[config.mk]
export PLATFORM = sky130hd
export DESIGN_NAME = gbf_fill_ctrl
export DESIGN_NICKNAME = d
export VERILOG_FILES = /design/src/rtl/gbf_fill_pkg.sv /design/src/rtl/gbf_addr_wrap.sv /design/src/rtl/gbf_fill_ctrl.sv
export SDC_FILE = /design/constraint.sdc
export NUM_CORES = 1
export LEC_CHECK = 0
export BUFFER_PORTS_ARGS = -buffer_cell sky130_fd_sc_hd__buf_4
export CORE_ASPECT_RATIO = 0.6
export CORE_MARGIN = 5
export CORE_UTILIZATION = 50
export DETAILED_ROUTE_END_ITERATION = 8
export GPL_TIMING_DRIVEN = 0
export HOLD_SLACK_MARGIN = 0.12
export MAX_ROUTING_LAYER = met4
export PLACE_DENSITY = 0.89
export RECOVER_POWER = 25
export SETUP_SLACK_MARGIN = 0.1
export SYNTH_ARGS = -nofsm -noshare
export SYNTH_HDL_FRONTEND = slang
export SYNTH_HIERARCHICAL = 1
export SYNTH_SLANG_ARGS = --single-unit
[constraint.sdc]
create_clock -name clk -period 2.4 [get_ports clk]
set_input_delay 0.24 -clock clk [delete_from_list [all_inputs] [get_ports clk]]
set_output_delay 0.24 -clock clk [all_outputs]
set_load 0.01 [all_outputs]
[src/rtl/gbf_fill_pkg.sv]
// Shared types and helpers for the GBF fill controller and its address counter.
package gbf_fill_pkg;

    typedef enum logic [2:0] {
        IDLE,
        WAIT_SPACE,
        REQ,
        RECV,
        DONE
    } fill_state_t;

    localparam int unsigned DEF_DEPTH     = 128;
    localparam int unsigned DEF_BURST_LEN = 32;
    localparam int unsigned ADDR_W        = $clog2(DEF_DEPTH);
    localparam int unsigned LEN_W         = $clog2(DEF_BURST_LEN) + 1;

    function automatic int unsigned min_u(input int unsigned a, input int unsigned b);
        return (a < b) ? a : b;
    endfunction

endpackage

[src/rtl/gbf_addr_wrap.sv]
// Modulo-DEPTH incrementing address counter with synchronous clear and enable.
// Usable on either the write or the read side of a GBF bank.
module gbf_addr_wrap
    import gbf_fill_pkg::*;
#(
    parameter int unsigned DEPTH = DEF_DEPTH
) (
    input  logic                     clk,
    input  logic                     rst_n,
    input  logic                     clr,
    input  logic                     en,
    output logic [$clog2(DEPTH)-1:0] addr
);

    localparam int unsigned AW = $clog2(DEPTH);
    localparam logic [AW-1:0] LAST = AW'(DEPTH - 1);

    // Advance one slot per enabled cycle, folding DEPTH-1 back to 0
    always_ff @(posedge clk or negedge rst_n) begin
        if (!rst_n) begin
            addr <= '0;
        end else if (clr) begin
            addr <= '0;
        end else if (en) begin
            addr <= (addr == LAST) ? '0 : addr + AW'(1);
        end
    end

endmodule

[src/rtl/gbf_fill_ctrl.sv]
// GBF fill controller: requests DMA bursts while the GBF reports space and
// writes returned words into the bank SRAM. WrEn/WrAddr also feed the request
// monitor. Optional build macro GBF_FILL_ERR_EN adds the sticky ErrOvf flag
// for stray DmaVld / DmaAck.
module gbf_fill_ctrl
    import gbf_fill_pkg::*;
#(
    parameter int unsigned DEPTH       = DEF_DEPTH,
    parameter int unsigned DATA_WIDTH  = 64,
    parameter int unsigned BURST_LEN   = DEF_BURST_LEN,
    parameter int unsigned FRAME_WIDTH = 16
) (
    input  logic                         clk,
    input  logic                         rst_n,
    input  logic                         Reset,
    input  logic                         Start,
    input  logic [FRAME_WIDTH-1:0]       FrameWords,
    input  logic                         ReqIn,
    output logic                         DmaReq,
    output logic [$clog2(BURST_LEN):0]   DmaLen,
    input  logic                         DmaAck,
    input  logic                         DmaVld,
    input  logic [DATA_WIDTH-1:0]        DmaData,
    output logic                         WrEn,
    output logic [$clog2(DEPTH)-1:0]     WrAddr,
    output logic [DATA_WIDTH-1:0]        WrData,
    output logic                         Busy,
    output logic                         Done
`ifdef GBF_FILL_ERR_EN
    ,
    output logic                         ErrOvf
`endif
);

    localparam int unsigned LW = $clog2(BURST_LEN) + 1;
    localparam int unsigned FW = FRAME_WIDTH;

    fill_state_t             state;
    logic [FW-1:0]           remaining;
    logic [LW-1:0]           burst_cnt;
    logic                    vld_accept;
    logic                    wr_en_p1;
    logic [DATA_WIDTH-1:0]   wr_data_p1;

    // A DMA word is only taken while a burst is still owed words
    assign vld_accept = DmaVld && (state == RECV) && (burst_cnt != '0);
    assign Busy       = (state != IDLE);
    assign WrEn       = wr_en_p1;
    assign WrData     = wr_data_p1;

    // Frame sequencing: space wait, request handshake, word reception, completion pulse
    always_ff @(posedge clk or negedge rst_n) begin
        if (!rst_n) begin
            state     <= IDLE;
            remaining <= '0;
            burst_cnt <= '0;
            DmaReq    <= 1'b0;
            DmaLen    <= '0;
            Done      <= 1'b0;
        end else if (Reset) begin
            state     <= IDLE;
            remaining <= '0;
            burst_cnt <= '0;
            DmaReq    <= 1'b0;
            DmaLen    <= '0;
            Done      <= 1'b0;
        end else begin
            Done <= 1'b0;
            case (state)
                IDLE: begin
                    if (Start) begin
                        remaining <= FrameWords;
                        state     <= (FrameWords == '0) ? DONE : WAIT_SPACE;
                    end
                end
                WAIT_SPACE: begin
                    if (ReqIn) begin
                        DmaLen <= LW'(min_u(BURST_LEN, 32'(remaining)));
                        DmaReq <= 1'b1;
                        state  <= REQ;
                    end
                end
                REQ: begin
                    if (DmaAck) begin
                        burst_cnt <= DmaLen;
                        DmaReq    <= 1'b0;
                        state     <= RECV;
                    end
                end
                RECV: begin
                    if (vld_accept) begin
                        burst_cnt <= burst_cnt - LW'(1);
                        remaining <= remaining - FW'(1);
                        if (burst_cnt == LW'(1)) begin
                            state <= (remaining == FW'(1)) ? DONE : WAIT_SPACE;
                        end
                    end
                end
                DONE: begin
                    Done  <= 1'b1;
                    state <= IDLE;
                end
                default: state <= IDLE;
            endcase
        end
    end

    // Write path: one register stage between an accepted DMA word and the SRAM write
    always_ff @(posedge clk or negedge rst_n) begin
        if (!rst_n) begin
            wr_en_p1   <= 1'b0;
            wr_data_p1 <= '0;
        end else if (Reset) begin
            wr_en_p1   <= 1'b0;
            wr_data_p1 <= '0;
        end else begin
            wr_en_p1 <= vld_accept;
            if (vld_accept) begin
                wr_data_p1 <= DmaData;
            end
        end
    end

    // Write address persists across frames so the monitor's wrap tracking stays aligned
    gbf_addr_wrap #(
        .DEPTH (DEPTH)
    ) u_wr_addr (
        .clk   (clk),
        .rst_n (rst_n),
        .clr   (Reset),
        .en    (wr_en_p1),
        .addr  (WrAddr)
    );

`ifdef GBF_FILL_ERR_EN
    // Sticky flag for DMA traffic arriving when no burst is expecting it
    always_ff @(posedge clk or negedge rst_n) begin
        if (!rst_n) begin
            ErrOvf <= 1'b0;
        end else if (Reset) begin
            ErrOvf <= 1'b0;
        end else if ((DmaVld && !vld_accept) || (DmaAck && (state != REQ))) begin
            ErrOvf <= 1'b1;
        end
    end
`endif

endmodule

==> run summary <==
CTS tree = built
core area = 9320 um2
P_leak = 3.42 nW
worst min-delay path category = in -> reg
Post-synth ARST share = 100%
clock slew at reported path FFs = 70 ps
max-cap violation count = 0
maximum clock path buffer count = 2
Multi-input gate area = 2060 um2
commonest non-fill, non-tap cell in the layout = buf_4
Slew Viols, Final = 0
sequential share of the synthesized area = 54.0%
met1 usage = 37.9%
DIE AREA = 11900 um2
total CTS buffers = 9
Synth Flop Type = dfrtp_1
Worst setup SP type = flip-flop
Max Clock Freq = 0.440 GHz
Pre-Repair DR Iteration Count = 6
worst-path fanout max = 4
Row Count = 27
H-tree depth = 3
EDFF count, synth = 0
Routed WL = 16300 um
first-pass GRT wire length = 25000 um
GP Congestion = 1.01
root buffer cell = clkbuf_16
DR vias/cell = 6.16
Required @ worst endpoint = 2630 ps
GRT met3 Usage = 7.95%
Clock Latency Late Sink = 350 ps
final clock skew = 5.66 ps
yosys warns = 6
Final Hold Fails = 0
Starting Density = 52.2%
via count = 4813
Chip Height = 86.4 um
Synth Register Bits = 105
Yosys cell types = 67
synthesized instance count = 430
crit path DAT = 2500 ps
gr usage total = 27.7%
WL/cell = 20.9 um
pin count of the biggest net entering global routing = 106
syn_nets = 523
area delta synth->final = 44.9%
Setup-failing EPs final = 0
Max-slew headroom = 9.07%
synthesized area per cell = 11.3 um2
VDD IR max = 0.000508 V
DRC violations left = 0
nets = 739
fin crit share = 94.6%
io pins = 168
layout cells sized above 1 = 34.7%
initial antenna violation count = 0
die width = 137 um
fill count = 621
WS Path Type = reg -> reg
worst-margin pin slew = 1360 ps
CTS Sinks = 105
PortBufs = 167
post-route minimum period = 2270 ps
vias in the first global route = 4764
pwr dens = 758 nW/um2
most frequent cells in the layout = buf_4 (170), dfrtp_1 (105), a22o_1 (70), dlygate4sd3_1 (35), nand2_1 (21)
Worst setup EP type = flip-flop
Util after Layout = 75.6%
initial drt markers = 420
synthesized area = 4870 um2
status = finished clean
unrepaired setup endpoints after global routing = yes
Most Crowded Layer GR = met2
Antenna Violating Nets Remaining = 0
met2 usage = 41.4%
post-DP HPWL = 11600 um
Final TNS setup = 0 ps
FF+latch area = 2630 um2
gr ovfl total = 0
ant diodes = 0
## routing by layer
| layer | vias to the layer above | part of all wire [%] | routed length (um) |
|---|---|---|---|
| met2 | 306 | 46 | 7560 |
| li1 | 2109 | - | - |
| met1 | 2363 | 42 | 6850 |
| met3 | 35 | 9.8 | 1600 |
| met4 | 0 | 1.8 | 291 |
| met5 | - | 0 | 0 |
## critical path: stages (launching register included)
cell	delay (ps)
dfrtp_1	360
inv_1	80
ha_2	220
or4b_2	680
nor4_2	200
o221a_2	270
mux2_2	350
## per-stage QoR
step / instances / power [mW] / cell area, um2 / setup slack (ps) / hold slack (ps)
global route: 781 / 5.57 / 7050 / 46.1 / 121
finish: 781 / 5.34 / 7050 / 129 / 119
floorplan: 430 / 2.93 / 4870 / 241 / -55.6
detailed placement: 727 / 3.46 / 6280 / 51.3 / 466
global placement: 727 / 3.43 / 6280 / 73.7 / 463
CTS: 778 / 5.25 / 6990 / 130 / 120
## logic make-up (layout without fill, tap and decap cells)
kind of cell               Yosys count  in the layout  share of synthesized area, %
AOI/OAI and AO/OA                  162            162                          26.2
DFF                                105            105                          54.0
and+or+nand+nor                    104            104                          12.4
buffers and inverters               47            268                          4.52
adders and majority gates            6              6                          1.54
muxes                                4              4                         0.977
xor gates and xnor gates             2              2                         0.360
## final timing paths
check | from | endpoint | slack, ps | depth (start not counted)
worst max-delay path | burst_cnt[0] | state[0] | 130 | 6
worst min-delay path | Reset | u_wr_addr/addr[1] | 120 | 2
worst max register to register | burst_cnt[0] | state[0] | 130 | 6
worst min register to register | WrData[19] | WrData[19] | 500 | 1
max in group asynchronous | rst_n | state[1] | 480 | 3
min in group asynchronous | rst_n | remaining[4] | 260 | 2
## timing repair
action	CTS	global route
endpoints found under the setup margin	6	74
endpoints found under the hold margin	34	105
buffers inserted	1	1
gates resized for setup	1	10
hold buffers	34	1
## report_power, final
| group | switching, mW | leakage [nW] | internal [mW] |
|---|---|---|---|
| Sequential | 0.185 | 1.45 | 1.91 |
| Clock | 0.675 | 0.173 | 1.05 |
| Combinational | 0.870 | 1.80 | 0.650 |
| Total | 1.73 | 3.42 | 3.61 |
## flip-flops by register name (all words and copies together), names as in the netlist
register	count
WrEn	1
burst_cnt	6
u_wr_addr/addr	7
state	3
DmaReq	1
Done	1
WrData	64
DmaLen	6
remaining	16
## cells in the mapped netlist (all sizes together) (5+ instances only)
| master | number | area (um2) |
|---|---|---|
| o21ai | 12 | 60.1 |
| nand4 | 8 | 56.3 |
| nand2 | 21 | 78.8 |
| nand2b | 8 | 50.1 |
| nor2 | 17 | 63.8 |
| o22ai | 7 | 43.8 |
| buf | 15 | 78.8 |
| nor4 | 14 | 87.6 |
| ha | 6 | 75.1 |
| clkbuf | 13 | 70.1 |
| and2 | 5 | 33.8 |
| a22o | 70 | 613 |
| nor3b | 5 | 37.5 |
| a21oi | 18 | 93.8 |
| a211oi | 7 | 52.6 |
| inv | 19 | 71.3 |
| a22oi | 5 | 37.5 |
| o32ai | 8 | 70.1 |
| dfrtp | 105 | 2630 |
## layout make-up
type | instances | share of cell area, %
buffer | 28 | 2.13
clock buffer | 10 | 3.39
clock inverter | 6 | 1.60
inverter | 19 | 1.01
multi-input combinational | 278 | 29.3
sequential | 105 | 37.3
tap | 130 | 2.31
timing repair buffer | 205 | 23.0
Power figures use the tool's default switching activity.
